File: src/rtl/if_fetch_pkg.sv
// Shared definitions for the instruction-fetch stage: FSM encodings,
// the default reset PC and the sequential PC increment.
package if_fetch_pkg;

    typedef enum logic [1:0] {
        ST_IDLE = 2'd0,
        ST_WAIT = 2'd1,
        ST_KILL = 2'd2
    } fetch_state_t;

    localparam logic [31:0] DEFAULT_RESET_PC = 32'h0000_0000;
    localparam logic [31:0] PC_STEP          = 32'd4;

    // Wraps silently at 2^32; no alignment handling on purpose.
    function automatic logic [31:0] pc_plus_step(input logic [31:0] pc);
        return pc + PC_STEP;
    endfunction

endpackage

File: src/rtl/if_fetch.sv
// Instruction fetch: single-outstanding Icache request, redirect handling
// and kill of in-flight fetches made stale by a jump or taken branch.
module if_fetch
    import if_fetch_pkg::*;
#(
    parameter logic [31:0] RESET_PC = DEFAULT_RESET_PC
) (
    input  logic        clk,
    input  logic        rst_n,
    input  logic        fc_stall_if_i,
    input  logic        id_jump_flag_i,
    input  logic [31:0] id_jump_pc_i,
    input  logic        ex_branch_flag_i,
    input  logic [31:0] ex_branch_pc_i,
    input  logic        Icache_ready_i,
    output logic        if_req_o,
    output logic [31:0] if_addr_o,
    output logic        if_valid_o,
    output logic [31:0] if_pc_o
);

    fetch_state_t state_reg, state_next;
    logic [31:0]  npc_reg, npc_next;
    logic [31:0]  req_pc_reg, req_pc_next;

    logic         redirect;
    logic [31:0]  target;
    logic [31:0]  fetch_addr;
    logic         issue;

    // EX is older in program order, so its branch overrides an ID jump.
    assign redirect   = ex_branch_flag_i | id_jump_flag_i;
    assign target     = ex_branch_flag_i ? ex_branch_pc_i : id_jump_pc_i;
    assign fetch_addr = redirect ? target : npc_reg;

    always_comb begin
        issue = 1'b0;
        if (!fc_stall_if_i) begin
            unique case (state_reg)
                ST_IDLE: issue = 1'b1;
                ST_WAIT: issue = Icache_ready_i;
                ST_KILL: issue = Icache_ready_i;
                default: issue = 1'b0;
            endcase
        end
    end

    always_ff @(posedge clk or negedge rst_n) begin
        if (!rst_n) begin
            state_reg  <= ST_IDLE;
            npc_reg    <= RESET_PC;
            req_pc_reg <= RESET_PC;
        end else begin
            state_reg  <= state_next;
            npc_reg    <= npc_next;
            req_pc_reg <= req_pc_next;
        end
    end

    always_comb begin
        state_next  = state_reg;
        req_pc_next = req_pc_reg;
        npc_next    = npc_reg;
        if (issue) begin
            state_next  = ST_WAIT;
            req_pc_next = fetch_addr;
            npc_next    = pc_plus_step(fetch_addr);
        end else begin
            // Any redirect not consumed by an issue is remembered in npc.
            if (redirect)
                npc_next = target;
            unique case (state_reg)
                ST_IDLE: state_next = ST_IDLE;
                ST_WAIT: begin
                    if (Icache_ready_i)
                        state_next = ST_IDLE;
                    else if (redirect)
                        state_next = ST_KILL;
                end
                ST_KILL: begin
                    if (Icache_ready_i)
                        state_next = ST_IDLE;
                end
                default: state_next = ST_IDLE;
            endcase
        end
    end

    always_comb begin
        if_req_o   = issue;
        if_addr_o  = fetch_addr;
        if_valid_o = (state_reg == ST_WAIT) && Icache_ready_i && !redirect;
        if_pc_o    = req_pc_reg;
    end

endmodule

File: config.mk
export PLATFORM = sky130hd
export DESIGN_NAME = if_fetch
export DESIGN_NICKNAME = d
export VERILOG_FILES = /design/src/rtl/if_fetch_pkg.sv /design/src/rtl/if_fetch.sv
export SDC_FILE = /design/constraint.sdc
export NUM_CORES = 1
export LEC_CHECK = 0
export ABC_AREA = 1
export BUFFER_PORTS_ARGS = -buffer_cell sky130_fd_sc_hd__buf_4
export CAP_MARGIN = 20
export CORE_MARGIN = 2
export CORE_UTILIZATION = 46
export CTS_CLUSTER_SIZE = 30
export DETAILED_ROUTE_END_ITERATION = 6
export GPL_TIMING_DRIVEN = 0
export PLACE_DENSITY = 0.77
export SYNTH_ARGS = -nofsm -noshare
export SYNTH_HDL_FRONTEND = slang
export SYNTH_SLANG_ARGS = --single-unit
File: constraint.sdc
create_clock -name clk -period 1.85 [get_ports clk]
set_input_delay 0.37 -clock clk [delete_from_list [all_inputs] [get_ports clk]]
set_output_delay 0.37 -clock clk [all_outputs]
set_load 0.02 [all_outputs]
==> metrics.md <==
| Metric | Value |
|---|---|
| Hold Crit Class | in -> async |
| First-pass GRT wire length | 21020 um |
| Failing checks | negative setup slack |
| Vias | a little over 4000 |
| I/O Buffers | 133 |
| Data required, critical path | 1480 ps |
| Layout Skew | 12.03 ps |
| Synth area leader | dfrtp_1 |
| Dominant cells by area after synthesis | dfrtp_1 (40%), nand2_1 (19%), nand3_1 (5.5%) |
| Cell count along the critical path | 8 |
| Layout area overhead | 41.74% |
| # DRC | 0 |
| Layout cell share with drive strength beyond 1 | a little over two fifths |
| Hold buffers post-CTS | 0 |
| Vias per cell | around 5.1 |
| Reg2reg path depth | 13 |
| Crit path max-delay family | buffers and inverters |
| Pleak | 3.112 nW |
| Clock transition at path regs | 70 ps |
| Number of global-route vias before repair | between 4000 and 5000 |
| Grt ovf | 0 |
| Worst-Skew Late Latency | between 300 and 400 ps |
| Critical-path top delay cell | dfrtp_1 |
| Post-synth top area share | 40.18% |
| FP Rows | 34 |
| Power Dens Cells | 965.9 mW/mm2 |
| Worst Tran Pin Value | 843.1 ps |
| WP buf/inv | 5 |
| Tmin final | ~2100 ps |
| Critical Path End | if_req_o |
| Reg-to-reg slack, setup | -180 ps |
| Antenna-violating nets left | 0 |
| Flops & latches, synth | 66 |
| CP startpoint | state_reg[1] |
| Core area | 0.008678 mm2 |
| Synth Cell Area | 0.004110 mm2 |
| Gr busiest metal | met2 |
| Die H | 98.53 um |
| Worst slew margin | 43.80% |
| Clk sinks | 66 |
| Crit. End Element | output port |
| Post-synthesis net count | 603 |
| GRT met3 Usage | 4.326% |
| Final #Nets | 770 |
| CTS tree | yes |
| Sw frac | 40.04% |
| Switch Pwr | 0.002253 W |
| Reg2reg end | npc_reg[19] |
| Initial antenna violation count | 0 |
| Synth unique cells | 35 |
| Sequential share of the synthesized area | 40.18% |
| Pin count of the biggest net entering global routing | 67 |
| H-tree depth | 3 |
| WS Path Type | reg -> out |
| Starting Density | 47.36% |
| Clock power frac | between 10% and 20% |
| Routability cong. | 0.9212 |
| Final worst setup slack | -229.3 ps |
| Final setup fails | 39 |
| CP Data Arrival Time | 1710 ps |
| CP Launch Type | register |
| Post-Synthesis Cells | 528 |
| GR Util All Layers | 27.22% |
| Ports | 136 |
| Dpl hpwl | 9410 um |
| Max Cap Viol | 0 |
| Die ar. | 0.009707 mm2 |
| Outcome | finished, violations left |
| Worst R2R Start | state_reg[1] |
| CP max stage delay | 420 ps |
| Routed wire length | 12910 um |
| Period utilization | 112.4% |
| 1st-iter DRT viols | 243 |
| CP Max Fanout | 3 |
| Cells after DPL | a little under 800 |
| Routed WL per cell | 16.01 um |
| DRT Pass-1 Iters | 5 |
| Final std cells w/o fill | 806 |
| RSZ-0062 raised after global routing | yes |
| Sequential power share | 36.3% |
| Die Wd | 98.53 um |
| GR Util met1 | between 30% and 40% |
| Max Slew Vio Count | 0 |
| Crit path cell chain | buf_6, ha_1, nor2_2, nand2_4, inv_4, clkbuf_16, buf_8, buf_6 |
| CTS buffer count | 9 |
| Post-Syn Area per Cell | 7.784 um2 |
| Clock Root Buffer | clkbuf_8 |
| Yosys warns | 0 |
| Most used cell, CP | buf_6 |
| CTS Buffer Depth | 2 |
| Worst vdd ir | 610.4 uV |
| Final Hold Viols | 0 |
| Gate power share | between 40% and 50% |
| Fmax | 0.4809 GHz |
| Cell-internal power | 0.003374 W |
| N_diodes | 0 |
| Fin util | 67.13% |
| Met2 usage | 46.21% |
==> cells by family (layout without fill, tap and decap cells) <==
family | count (synthesis) | after routing | synth area share, %
xor+xnor | 11 | 11 | 2.709
compound gates | 20 | 20 | 2.649
flops | 66 | 66 | 40.18
simple gates | 357 | 357 | 44.66
fa+ha+maj | 5 | 5 | 1.522
buf+inv | 69 | 239 | 8.280
==> stage by stage <==
step	area, um2	hold WS [ps]	total power [W]	setup TNS (ps)	setup slack [ps]
6_report	5826	124.3	0.005627	-2800	-229.3
5_1_grt	5826	212.6	0.005922	-8717	-272.2
4_1_cts	5728	162.1	0.005588	-2510	-220.5
3_5_place_dp	5305	466.3	0.004324	-15680	-503.3
3_3_place_gp	5305	466.3	0.004261	-10230	-440.2
2_1_floorplan	4172	74.41	0.003299	-27.43	-15.93
==> worst min path at each step <==
stage / to / startpoint / cells past startpoint
3_3_place_gp: if_pc_o[18] / if_pc_o[18] / 2
5_1_grt: if_pc_o[11] / rst_n / 1
6_report: if_pc_o[11] / rst_n / 1
2_1_floorplan: if_pc_o[0] / rst_n / 0
4_1_cts: if_pc_o[6] / rst_n / 1
3_5_place_dp: if_pc_o[12] / if_pc_o[12] / 2
==> power by group through the flow <==
stage | combinational (W) | sequential, W | clock (W)
3_3_place_gp | 0.00221 | 0.00205 | 0
6_report | 0.00252 | 0.00205 | 0.00106
3_5_place_dp | 0.00227 | 0.00206 | 0
4_1_cts | 0.00249 | 0.00204 | 0.00105
2_1_floorplan | 0.000906 | 0.00239 | 0
5_1_grt | 0.00271 | 0.00208 | 0.00113
==> layout by cell type, fill, tap and decap left out, types with 2 or more instances in the layout <==
| cell type | netlist | layout |
|---|---|---|
| inv_4 | 1 | 2 |
| nand3_1 | 45 | 43 |
| nand3_4 | 6 | 8 |
| nor2_4 | 10 | 11 |
| nand3_2 | 20 | 20 |
| nor2_2 | 11 | 13 |
| o21ai_1 | 2 | 3 |
| buf_2 | 3 | 3 |
| clkinv_2 | 0 | 2 |
| clkbuf_1 | 7 | 2 |
| o21ai_0 | 13 | 12 |
| inv_1 | 41 | 37 |
| buf_6 | 5 | 7 |
| xnor2_2 | 2 | 3 |
| clkbuf_8 | 0 | 10 |
| a21oi_1 | 2 | 2 |
| buf_8 | 2 | 2 |
| dfrtp_1 | 66 | 66 |
| nand2_2 | 22 | 24 |
| nand3b_1 | 2 | 2 |
| nor2_1 | 20 | 17 |
| inv_2 | 5 | 8 |
| xnor2_1 | 3 | 2 |
| nand4_1 | 8 | 8 |
| ha_4 | 0 | 3 |
| xor2_1 | 6 | 6 |
| nand2_4 | 2 | 9 |
| nand2_1 | 205 | 196 |
| nor3_1 | 3 | 2 |
| ha_1 | 5 | 2 |
| clkbuf_2 | 0 | 4 |
| buf_4 | 4 | 157 |
| buf_12 | 0 | 3 |
==> cell type report <==
cell class,instances,area [um2]
Fill cell,729,2853
Timing Repair Buffer,156,1195
Sequential cell,66,1652
Tap cell,108,135.1
Clock buffer,11,141.4
Multi-Input combinational cell,393,2287
Clock inverter,3,17.52
Inverter,47,181.4
Buffer,22,216.5
==> repair_timing <==
action | 4_1_cts | 5_1_grt
pin swaps | 14 | 15
buffers inserted | 19 | 9
endpoints found under the hold margin | 0 | 0
endpoints found under the setup margin | 60 | 63
gates resized for setup | 38 | 10
==> layer usage <==
metal	vias up	part of all wire [%]
li1	1988	-
met1	1966	43
met2	137	49
met3	21	6.1
met4	0	1.9
met5	-	0
==> Yosys cell counts <==
cell and count:
nand2_1 205, dfrtp_1 66, nand3_1 45, inv_1 41
nand2_2 22, nand3_2 20, nor2_1 20, o21ai_0 13
nor2_2 11, nor2_4 10, nand4_1 8, clkbuf_1 7
nand3_4 6, xor2_1 6, buf_6 5, ha_1 5
inv_2 5, buf_4 4, buf_2 3, nor3_1 3
xnor2_1 3, a21oi_1 2, buf_8 2, nand2_4 2
nand3b_1 2, o21ai_1 2, xnor2_2 2, a221oi_1 1
and2_4 1, buf_1 1, inv_4 1, nor2_8 1
nor3_2 1, o21bai_1 1, o31ai_1 1
==> worst reg2reg max path, cell delays in order (launching register included) <==
cell and delay (ps):
dfrtp_1 420, buf_6 130, ha_1 190, nor2_2 150, nand2_4 90, inv_4 70, buf_4 130, nand2_4 80
nor2_4 180, nand3_4 130, nor2_4 180, nand2_1 70, nand2_1 60, nand2_1 50
(Power assumes the default switching activity.)
